==> src/rtl/mdu_ctrl_pkg.sv <==
// -----------------------------------------------------------------------------
// mdu_ctrl_pkg -- shared MDU definitions.
//
// Holds the instruction-field constants used by decode (icode/acode), the
// operation code handed to the multiply/divide unit, the controller state
// encoding and the iteration-count constants shared by the MUL and DIV paths.
// -----------------------------------------------------------------------------
package mdu_ctrl_pkg;

  // Primary opcode and SPECIAL-group function codes of the HI/LO instructions.
  localparam logic [5:0] ICODE_SPECIAL = 6'h00;
  localparam logic [5:0] ACODE_MFHI    = 6'h10;
  localparam logic [5:0] ACODE_MTHI    = 6'h11;
  localparam logic [5:0] ACODE_MFLO    = 6'h12;
  localparam logic [5:0] ACODE_MTLO    = 6'h13;
  localparam logic [5:0] ACODE_MULT    = 6'h18;
  localparam logic [5:0] ACODE_MULTU   = 6'h19;
  localparam logic [5:0] ACODE_DIV     = 6'h1A;
  localparam logic [5:0] ACODE_DIVU    = 6'h1B;

  // Operation requested by the execute stage.
  typedef enum logic [2:0] {
    OP_NONE  = 3'd0,
    OP_MULT  = 3'd1,
    OP_MULTU = 3'd2,
    OP_DIV   = 3'd3,
    OP_DIVU  = 3'd4,
    OP_MTHI  = 3'd5,
    OP_MTLO  = 3'd6
  } mdu_op_t;

  // Controller state encoding (kept as plain constants for legacy users).
  typedef logic [1:0] mdu_state_t;
  localparam mdu_state_t S_IDLE = 2'd0;
  localparam mdu_state_t S_MUL  = 2'd1;
  localparam mdu_state_t S_DIV  = 2'd2;
  localparam mdu_state_t S_FIX  = 2'd3;

  // One radix-2 step per cycle; multiply uses the same step count.
  localparam int DIV_STEPS = 32;
  localparam int CNT_W     = $clog2(DIV_STEPS);
  localparam logic [CNT_W-1:0] CNT_LAST = CNT_W'(DIV_STEPS - 1);

  // Map a SPECIAL-group function code onto the MDU operation it requests.
  function automatic mdu_op_t mdu_op_from_acode(input logic [5:0] acode);
    mdu_op_t res;
    res = OP_NONE;
    case (acode)
      ACODE_MULT:  res = OP_MULT;
      ACODE_MULTU: res = OP_MULTU;
      ACODE_DIV:   res = OP_DIV;
      ACODE_DIVU:  res = OP_DIVU;
      ACODE_MTHI:  res = OP_MTHI;
      ACODE_MTLO:  res = OP_MTLO;
      default:     res = OP_NONE;
    endcase
    return res;
  endfunction

endpackage

==> src/rtl/mdu_ctrl_div_step.sv <==
// -----------------------------------------------------------------------------
// div_step -- one restoring-division step (purely combinational).
//
// The 64-bit partial remainder is {remainder[31:0], unconsumed dividend bits}.
// Each step shifts it left by one, tries to subtract the divisor from the top
// 33 bits and keeps the difference when it does not borrow.
//
// Ports:
//   rem_in   in  64  current partial remainder / dividend shift register
//   divisor  in  32  divisor magnitude
//   rem_out  out 64  next partial remainder, quotient bit in bit 0
//   q_bit    out 1   quotient bit produced by this step
// -----------------------------------------------------------------------------
module div_step (
  input  logic [63:0] rem_in,
  input  logic [31:0] divisor,
  output logic [63:0] rem_out,
  output logic        q_bit
);

  logic [32:0] trial;
  logic [31:0] diff;

  // Remainder stays below the divisor, so the shifted trial value fits in
  // 33 bits and the accepted difference always fits back into 32.
  assign trial = rem_in[63:31];
  assign q_bit = (trial >= {1'b0, divisor});
  assign diff  = trial[31:0] - divisor;

  assign rem_out = q_bit ? {diff, rem_in[30:0], 1'b1}
                         : {rem_in[62:0], 1'b0};

endmodule

==> src/rtl/mdu_ctrl.sv <==
// -----------------------------------------------------------------------------
// mdu_ctrl -- iterative multiply/divide unit with architectural HI/LO.
//
// MULT/MULTU run a 32-step shift-add multiply, DIV/DIVU a 32-step restoring
// divide, both on operand magnitudes; the FIX state applies the recorded
// signs and commits HI/LO. MTHI/MTLO write HI/LO directly from IDLE.
//
// Configuration macro:
//   MDU_FAST_MUL_EN  when defined, MULT/MULTU are computed combinationally
//                    and committed at the start edge (no busy, done next
//                    cycle). Divide is unaffected.
//
// Ports:
//   clk     in  1   clock, rising edge
//   resetn  in  1   asynchronous active-low reset
//   start   in  1   operation request, sampled only in IDLE
//   op      in  3   mdu_op_t operation code
//   src_a   in  32  rs / dividend / multiplicand
//   src_b   in  32  rt / divisor / multiplier
//   flush   in  1   abort in-flight operation (priority over start)
//   busy    out 1   stall request, high whenever not IDLE
//   done    out 1   one-cycle pulse after a MULT/MULTU/DIV/DIVU commit
//   hi      out 32  architectural HI
//   lo      out 32  architectural LO
// -----------------------------------------------------------------------------
module mdu_ctrl
  import mdu_ctrl_pkg::*;
(
  input  logic        clk,
  input  logic        resetn,
  input  logic        start,
  input  mdu_op_t     op,
  input  logic [31:0] src_a,
  input  logic [31:0] src_b,
  input  logic        flush,
  output logic        busy,
  output logic        done,
  output logic [31:0] hi,
  output logic [31:0] lo
);

  mdu_state_t       state_q;
  logic [CNT_W-1:0] cnt_q;
  logic [63:0]      acc_q;    // product / partial-remainder shift register
  logic [31:0]      opnd_q;   // multiplicand / divisor magnitude
  logic             neg_q_q;  // negate product or quotient in FIX
  logic             neg_r_q;  // negate remainder in FIX
  logic             div0_q;   // divide by zero: force quotient to all ones
  logic             is_div_q;
  logic [31:0]      hi_q, lo_q;
  logic             done_q;

  // ---------------------------------------------------------------------------
  // Operand magnitudes and result signs, evaluated at the start edge.
  // ---------------------------------------------------------------------------
  logic        signed_op;
  logic [31:0] mag_a, mag_b;

  assign signed_op = (op == OP_MULT) || (op == OP_DIV);
  assign mag_a     = (signed_op && src_a[31]) ? (32'd0 - src_a) : src_a;
  assign mag_b     = (signed_op && src_b[31]) ? (32'd0 - src_b) : src_b;

  // ---------------------------------------------------------------------------
  // Multiply step: add multiplicand into the upper half when the current
  // multiplier bit (acc[0]) is set, then shift the 65-bit result right.
  // ---------------------------------------------------------------------------
  logic [32:0] mul_sum;
  logic [63:0] mul_next;

  assign mul_sum  = {1'b0, acc_q[63:32]} + (acc_q[0] ? {1'b0, opnd_q} : 33'd0);
  assign mul_next = {mul_sum, acc_q[31:1]};

  // ---------------------------------------------------------------------------
  // Divide step.
  // ---------------------------------------------------------------------------
  logic [63:0] div_rem;
  logic        div_q;
  logic [63:0] div_next;

  div_step u_div_step (
    .rem_in  (acc_q),
    .divisor (opnd_q),
    .rem_out (div_rem),
    .q_bit   (div_q)
  );

  assign div_next = div_rem | {63'd0, div_q};

  // ---------------------------------------------------------------------------
  // Sign correction applied in FIX. A zero divisor leaves the dividend
  // magnitude as the remainder, so restoring the dividend sign yields src_a.
  // ---------------------------------------------------------------------------
  logic [63:0] prod_fix;
  logic [31:0] quot_fix, rem_fix;

  assign prod_fix = neg_q_q ? (64'd0 - acc_q) : acc_q;
  assign quot_fix = div0_q  ? 32'hFFFF_FFFF
                  : (neg_q_q ? (32'd0 - acc_q[31:0]) : acc_q[31:0]);
  assign rem_fix  = neg_r_q ? (32'd0 - acc_q[63:32]) : acc_q[63:32];

`ifdef MDU_FAST_MUL_EN
  // Low 64 bits of the product of the 64-bit extended operands equal the
  // signed (or unsigned) product, so one unsigned multiplier serves both.
  logic [63:0] ext_a, ext_b, fast_prod;

  assign ext_a     = {{32{signed_op & src_a[31]}}, src_a};
  assign ext_b     = {{32{signed_op & src_b[31]}}, src_b};
  assign fast_prod = ext_a * ext_b;
`endif

  // ---------------------------------------------------------------------------
  // Controller and HI/LO state.
  // ---------------------------------------------------------------------------
  // NOTE: all state, including the operand latches, is cleared by reset so
  // an aborted operation leaves nothing behind.
  always_ff @(posedge clk or negedge resetn) begin
    if (!resetn) begin
      state_q  <= S_IDLE;
      cnt_q    <= '0;
      acc_q    <= '0;
      opnd_q   <= '0;
      neg_q_q  <= 1'b0;
      neg_r_q  <= 1'b0;
      div0_q   <= 1'b0;
      is_div_q <= 1'b0;
      hi_q     <= '0;
      lo_q     <= '0;
      done_q   <= 1'b0;
    end else begin
      // NOTE: non-blocking assignments throughout; done defaults low so it
      // is a single-cycle pulse.
      done_q <= 1'b0;
      if (flush) begin
        state_q <= S_IDLE;
        cnt_q   <= '0;
      end else begin
        case (state_q)
          S_IDLE: begin
            if (start) begin
              case (op)
                OP_MTHI: hi_q <= src_a;
                OP_MTLO: lo_q <= src_a;
                OP_MULT, OP_MULTU: begin
`ifdef MDU_FAST_MUL_EN
                  hi_q   <= fast_prod[63:32];
                  lo_q   <= fast_prod[31:0];
                  done_q <= 1'b1;
`else
                  state_q  <= S_MUL;
                  cnt_q    <= '0;
                  acc_q    <= {32'd0, mag_b};
                  opnd_q   <= mag_a;
                  neg_q_q  <= signed_op & (src_a[31] ^ src_b[31]);
                  neg_r_q  <= 1'b0;
                  div0_q   <= 1'b0;
                  is_div_q <= 1'b0;
`endif
                end
                OP_DIV, OP_DIVU: begin
                  state_q  <= S_DIV;
                  cnt_q    <= '0;
                  acc_q    <= {32'd0, mag_a};
                  opnd_q   <= mag_b;
                  neg_q_q  <= signed_op & (src_a[31] ^ src_b[31]);
                  neg_r_q  <= signed_op & src_a[31];
                  div0_q   <= (src_b == 32'd0);
                  is_div_q <= 1'b1;
                end
                default: ;
              endcase
            end
          end
          S_MUL: begin
            acc_q <= mul_next;
            cnt_q <= cnt_q + 1'b1;
            if (cnt_q == CNT_LAST) state_q <= S_FIX;
          end
          S_DIV: begin
            acc_q <= div_next;
            cnt_q <= cnt_q + 1'b1;
            if (cnt_q == CNT_LAST) state_q <= S_FIX;
          end
          S_FIX: begin
            state_q <= S_IDLE;
            cnt_q   <= '0;
            done_q  <= 1'b1;
            if (is_div_q) begin
              hi_q <= rem_fix;
              lo_q <= quot_fix;
            end else begin
              hi_q <= prod_fix[63:32];
              lo_q <= prod_fix[31:0];
            end
          end
          default: state_q <= S_IDLE;
        endcase
      end
    end
  end

  assign busy = (state_q != S_IDLE);
  assign done = done_q;
  assign hi   = hi_q;
  assign lo   = lo_q;

endmodule

==> config.mk <==
export PLATFORM = sky130hd
export DESIGN_NAME = mdu_ctrl
export DESIGN_NICKNAME = d
export VERILOG_FILES = /design/src/rtl/mdu_ctrl_pkg.sv /design/src/rtl/mdu_ctrl_div_step.sv /design/src/rtl/mdu_ctrl.sv
export SDC_FILE = /design/constraint.sdc
export NUM_CORES = 1
export LEC_CHECK = 0
export BUFFER_PORTS_ARGS = -buffer_cell sky130_fd_sc_hd__clkbuf_2
export CORE_ASPECT_RATIO = 2
export CORE_UTILIZATION = 60
export DETAILED_ROUTE_END_ITERATION = 12
export HOLD_SLACK_MARGIN = 0.12
export PLACE_DENSITY = 0.8
export REMOVE_ABC_BUFFERS = 1
export SETUP_SLACK_MARGIN = 0.05
export SYNTH_ARGS = -nofsm -noshare
export SYNTH_HDL_FRONTEND = slang
export SYNTH_SLANG_ARGS = --single-unit
==> constraint.sdc <==
create_clock -name clk -period 4.05 [get_ports clk]
set_clock_uncertainty 0.15 [all_clocks]
set_input_delay 0.2025 -clock clk [delete_from_list [all_inputs] [get_ports clk]]
set_output_delay 0.2025 -clock clk [all_outputs]
set_load 0.02 [all_outputs]
==> metrics.csv <==
metric;value;unit
I/O pin count;137;
final WL;59.37;mm
Cells after DPL;2237;
post-synthesis cell area;14730;sq um
slowest CP cell;or4_1;
final worst-path cycle share;97.81;%
Final Non-Filler Cells;2350;
DP Area;15890;sq um
area leader, netlist;dfrtp_1;
# diodes;0;
Vias;16650;
fin nets;2198;
count leader, synth;dfrtp_1;
power per standard cell area;743.4;nW/um^2
Max clock buf depth;2;
Max Slew Vio Count;0;
r2r setup slk;0.09;ns
setup_tns;0;ns
FF-to-FF End;hi[20];
vias in the first global route;16660;
Final HPWL DP;42.83;mm
DRT antenna net count;0;
Die ar.;25210;sq um
static leakage;7.819;nW
RSZ-0062 raised after global routing;no;
vias per cell;7.084;
Final Wtd Congestion;1.086;
Starting Density;61.30;%
Num CTS Buffers;17;
DRT Pass-1 Iters;7;
final worst-path setup slack;0.08872;ns
WP data required;4.23;ns
share of cells above drive strength 1;13.28;%
count of input and output buffers;136;
total grt overflow;0;
Post-synth EDFFs;0;
worst min path class;input pin to flip-flop;
CTS tree;built;
area grow syn2layout;17.26;%
FF-to-FF Start;acc_q[22];
clk root buf;clkbuf_16;
Hold Slack;0.1479;ns
CTS sink cnt;172;
synthesized area per cell;7.896;sq um
Main synth FF type;dfrtp_1;
Hold Path Stages;4;
global-route usage over all layers;48.22;%
Hold Path End;acc_q[4];
die height;223.6;um
Routed WL per cell;25.26;um
Critical Path Max Stage Delay;0.65;ns
Yosys Warn Count;0;
largest net degree at the start of global routing;102;
initial detailed-routing violation count;1777;
initial antenna violation count;2;
Crit Path Class;flip-flop to flip-flop;
synthesized instance count;1865;
Least-Margin Pin Slew;1.094;ns
worst slack at placement;0.07276;ns
row cnt;80;
Max-cap violations;0;
Critical Path Start Type;flip-flop;
die width;112.8;um
Final Core Density;71.89;%
post-synth top area share;29.23;%
Synth area leaders;dfrtp_1, xnor2_1, ha_1;
Post-synth top cells;dfrtp_1, a21oi_1, nor2_1;
fin crit period;3.961;ns
core footprint;24020;sq um
H-tree depth;4;
first-pass GRT wire length;91.61;mm
post-route cell area;17270;sq um
hold path startpoint;src_b[4];
CTS clk-pin slew, worst paths;0.08;ns
Worst-Skew Late Latency;0.47;ns
Post-synth ARST share;100.0;%
sequence of cells on the critical path;or4_1 > or4_4 > nor3_1 > a21oi_1 > and2_1 > o31ai_1 > xnor2_1 > mux2i_1 > o21ai_1;
Peak Freq;252.4;MHz
CP arrival;4.14;ns
final hold vios;0;
Cell variety after synth;75;
outcome;completed;
CP Capture Type;flip-flop;
Pwr Total;12.84;mW
Yosys reg bits;172;
final setup fails;0;
FF-to-FF path depth;9;
Max rail drop VDD;0.5177;mV
Slew Limit Headroom;27.06;%
number of remaining DRC errors;0;
sequential area share after synthesis;29.23;%
CP Max Fanout;7;
[cells by family (layout without fill, tap and decap cells)]
| family | count (synthesis) | count (layout) | share of synthesized area [%] |
|---|---|---|---|
| AO/OA/AOI/OAI | 686 | 686 | 29.73 |
| multiplexers | 19 | 19 | 1.300 |
| adder cells (fa/ha/maj) | 77 | 77 | 6.644 |
| buffers and inverters | 176 | 374 | 4.579 |
| AND/OR/NAND/NOR | 560 | 560 | 18.11 |
| flip-flops | 172 | 172 | 29.23 |
| XOR/XNOR | 175 | 175 | 10.41 |
[layout by cell type (no fill, tap or decap), drive strengths merged, types with 13 or more instances in the layout]
cell type      n
buf           73
a22oi         42
o22ai         56
nand2        167
o21ai        175
inv           63
nand2b        13
clkbuf       152
xnor2        108
nand3         32
ha            75
a221o         14
a221oi        26
or3           25
nor3          40
nor2         171
a21o          43
mux2i         18
a211oi        21
o221ai        20
a21oi        170
nor4          20
dfrtp        172
a31oi         29
xor2          67
dlygate4sd3   80
and2          17
o31ai         21
[timing repair]
action,CTS,global route
setup endpoints to repair,0,4
gates resized for setup,0,4
hold endpoints to repair,205,0
hold buffers,80,0
setup buffers,0,1
[cell type report]
type | count | area (sq um)
multi-input cells | 1517 | 9804
fillers | 1997 | 6754
flip-flops and latches | 172 | 4304
repair buffers | 288 | 2044
clock buffers | 17 | 425.4
well taps | 287 | 359.1
inverters | 54 | 202.7
clock inverters | 15 | 128.9
[sequential cells by signal (all words and copies together) (netlist names)]
signal,count
opnd_q,32
done,1
lo,32
neg_r_q,1
hi,32
cnt_q,5
neg_q_q,1
div0_q,1
acc_q,64
is_div_q,1
state_q,2
[metal layers]
| layer | vias up | GRT usage (%) | routed length (um) |
|---|---|---|---|
| met5 | - | 0 | 22 |
| met4 | 4 | 45.20 | 6458 |
| met3 | 433 | 8.523 | 5223 |
| met2 | 1186 | 79.77 | 28280 |
| met1 | 7773 | 51.59 | 19380 |
| li1 | 7252 | - | - |
[critical path: cells and delay by family (launching register included)]
family / cells / cell delay [ns]
and+or+nand+nor: 4 / 1.86
AOI/OAI and AO/OA: 3 / 0.73
muxes: 1 / 0.49
DFF: 1 / 0.46
xor gates and xnor gates: 1 / 0.12
[worst max-delay path by stage]
stage / slack (ns) / from / cells past startpoint / to
after floorplan: -0.09 / acc_q[39] / 10 / acc_q[35]
after global placement: 0.08 / acc_q[0] / 12 / acc_q[63]
after detailed placement: 0.07 / acc_q[0] / 12 / acc_q[63]
after CTS: 0.05 / acc_q[0] / 12 / acc_q[63]
after global routing: 0.02 / acc_q[0] / 13 / acc_q[63]
final: 0.09 / acc_q[22] / 9 / hi[20]
[power breakdown]
part	switching, mW	total [mW]	leakage, nW	internal (mW)
Combinational	5.01	7.96	5.36	2.95
Clock	0.839	1.65	0.276	0.809
Sequential	0.807	3.23	2.18	2.42
Total	6.66	12.8	7.82	6.18
Note: power is estimated with default switching activity, not from simulation.
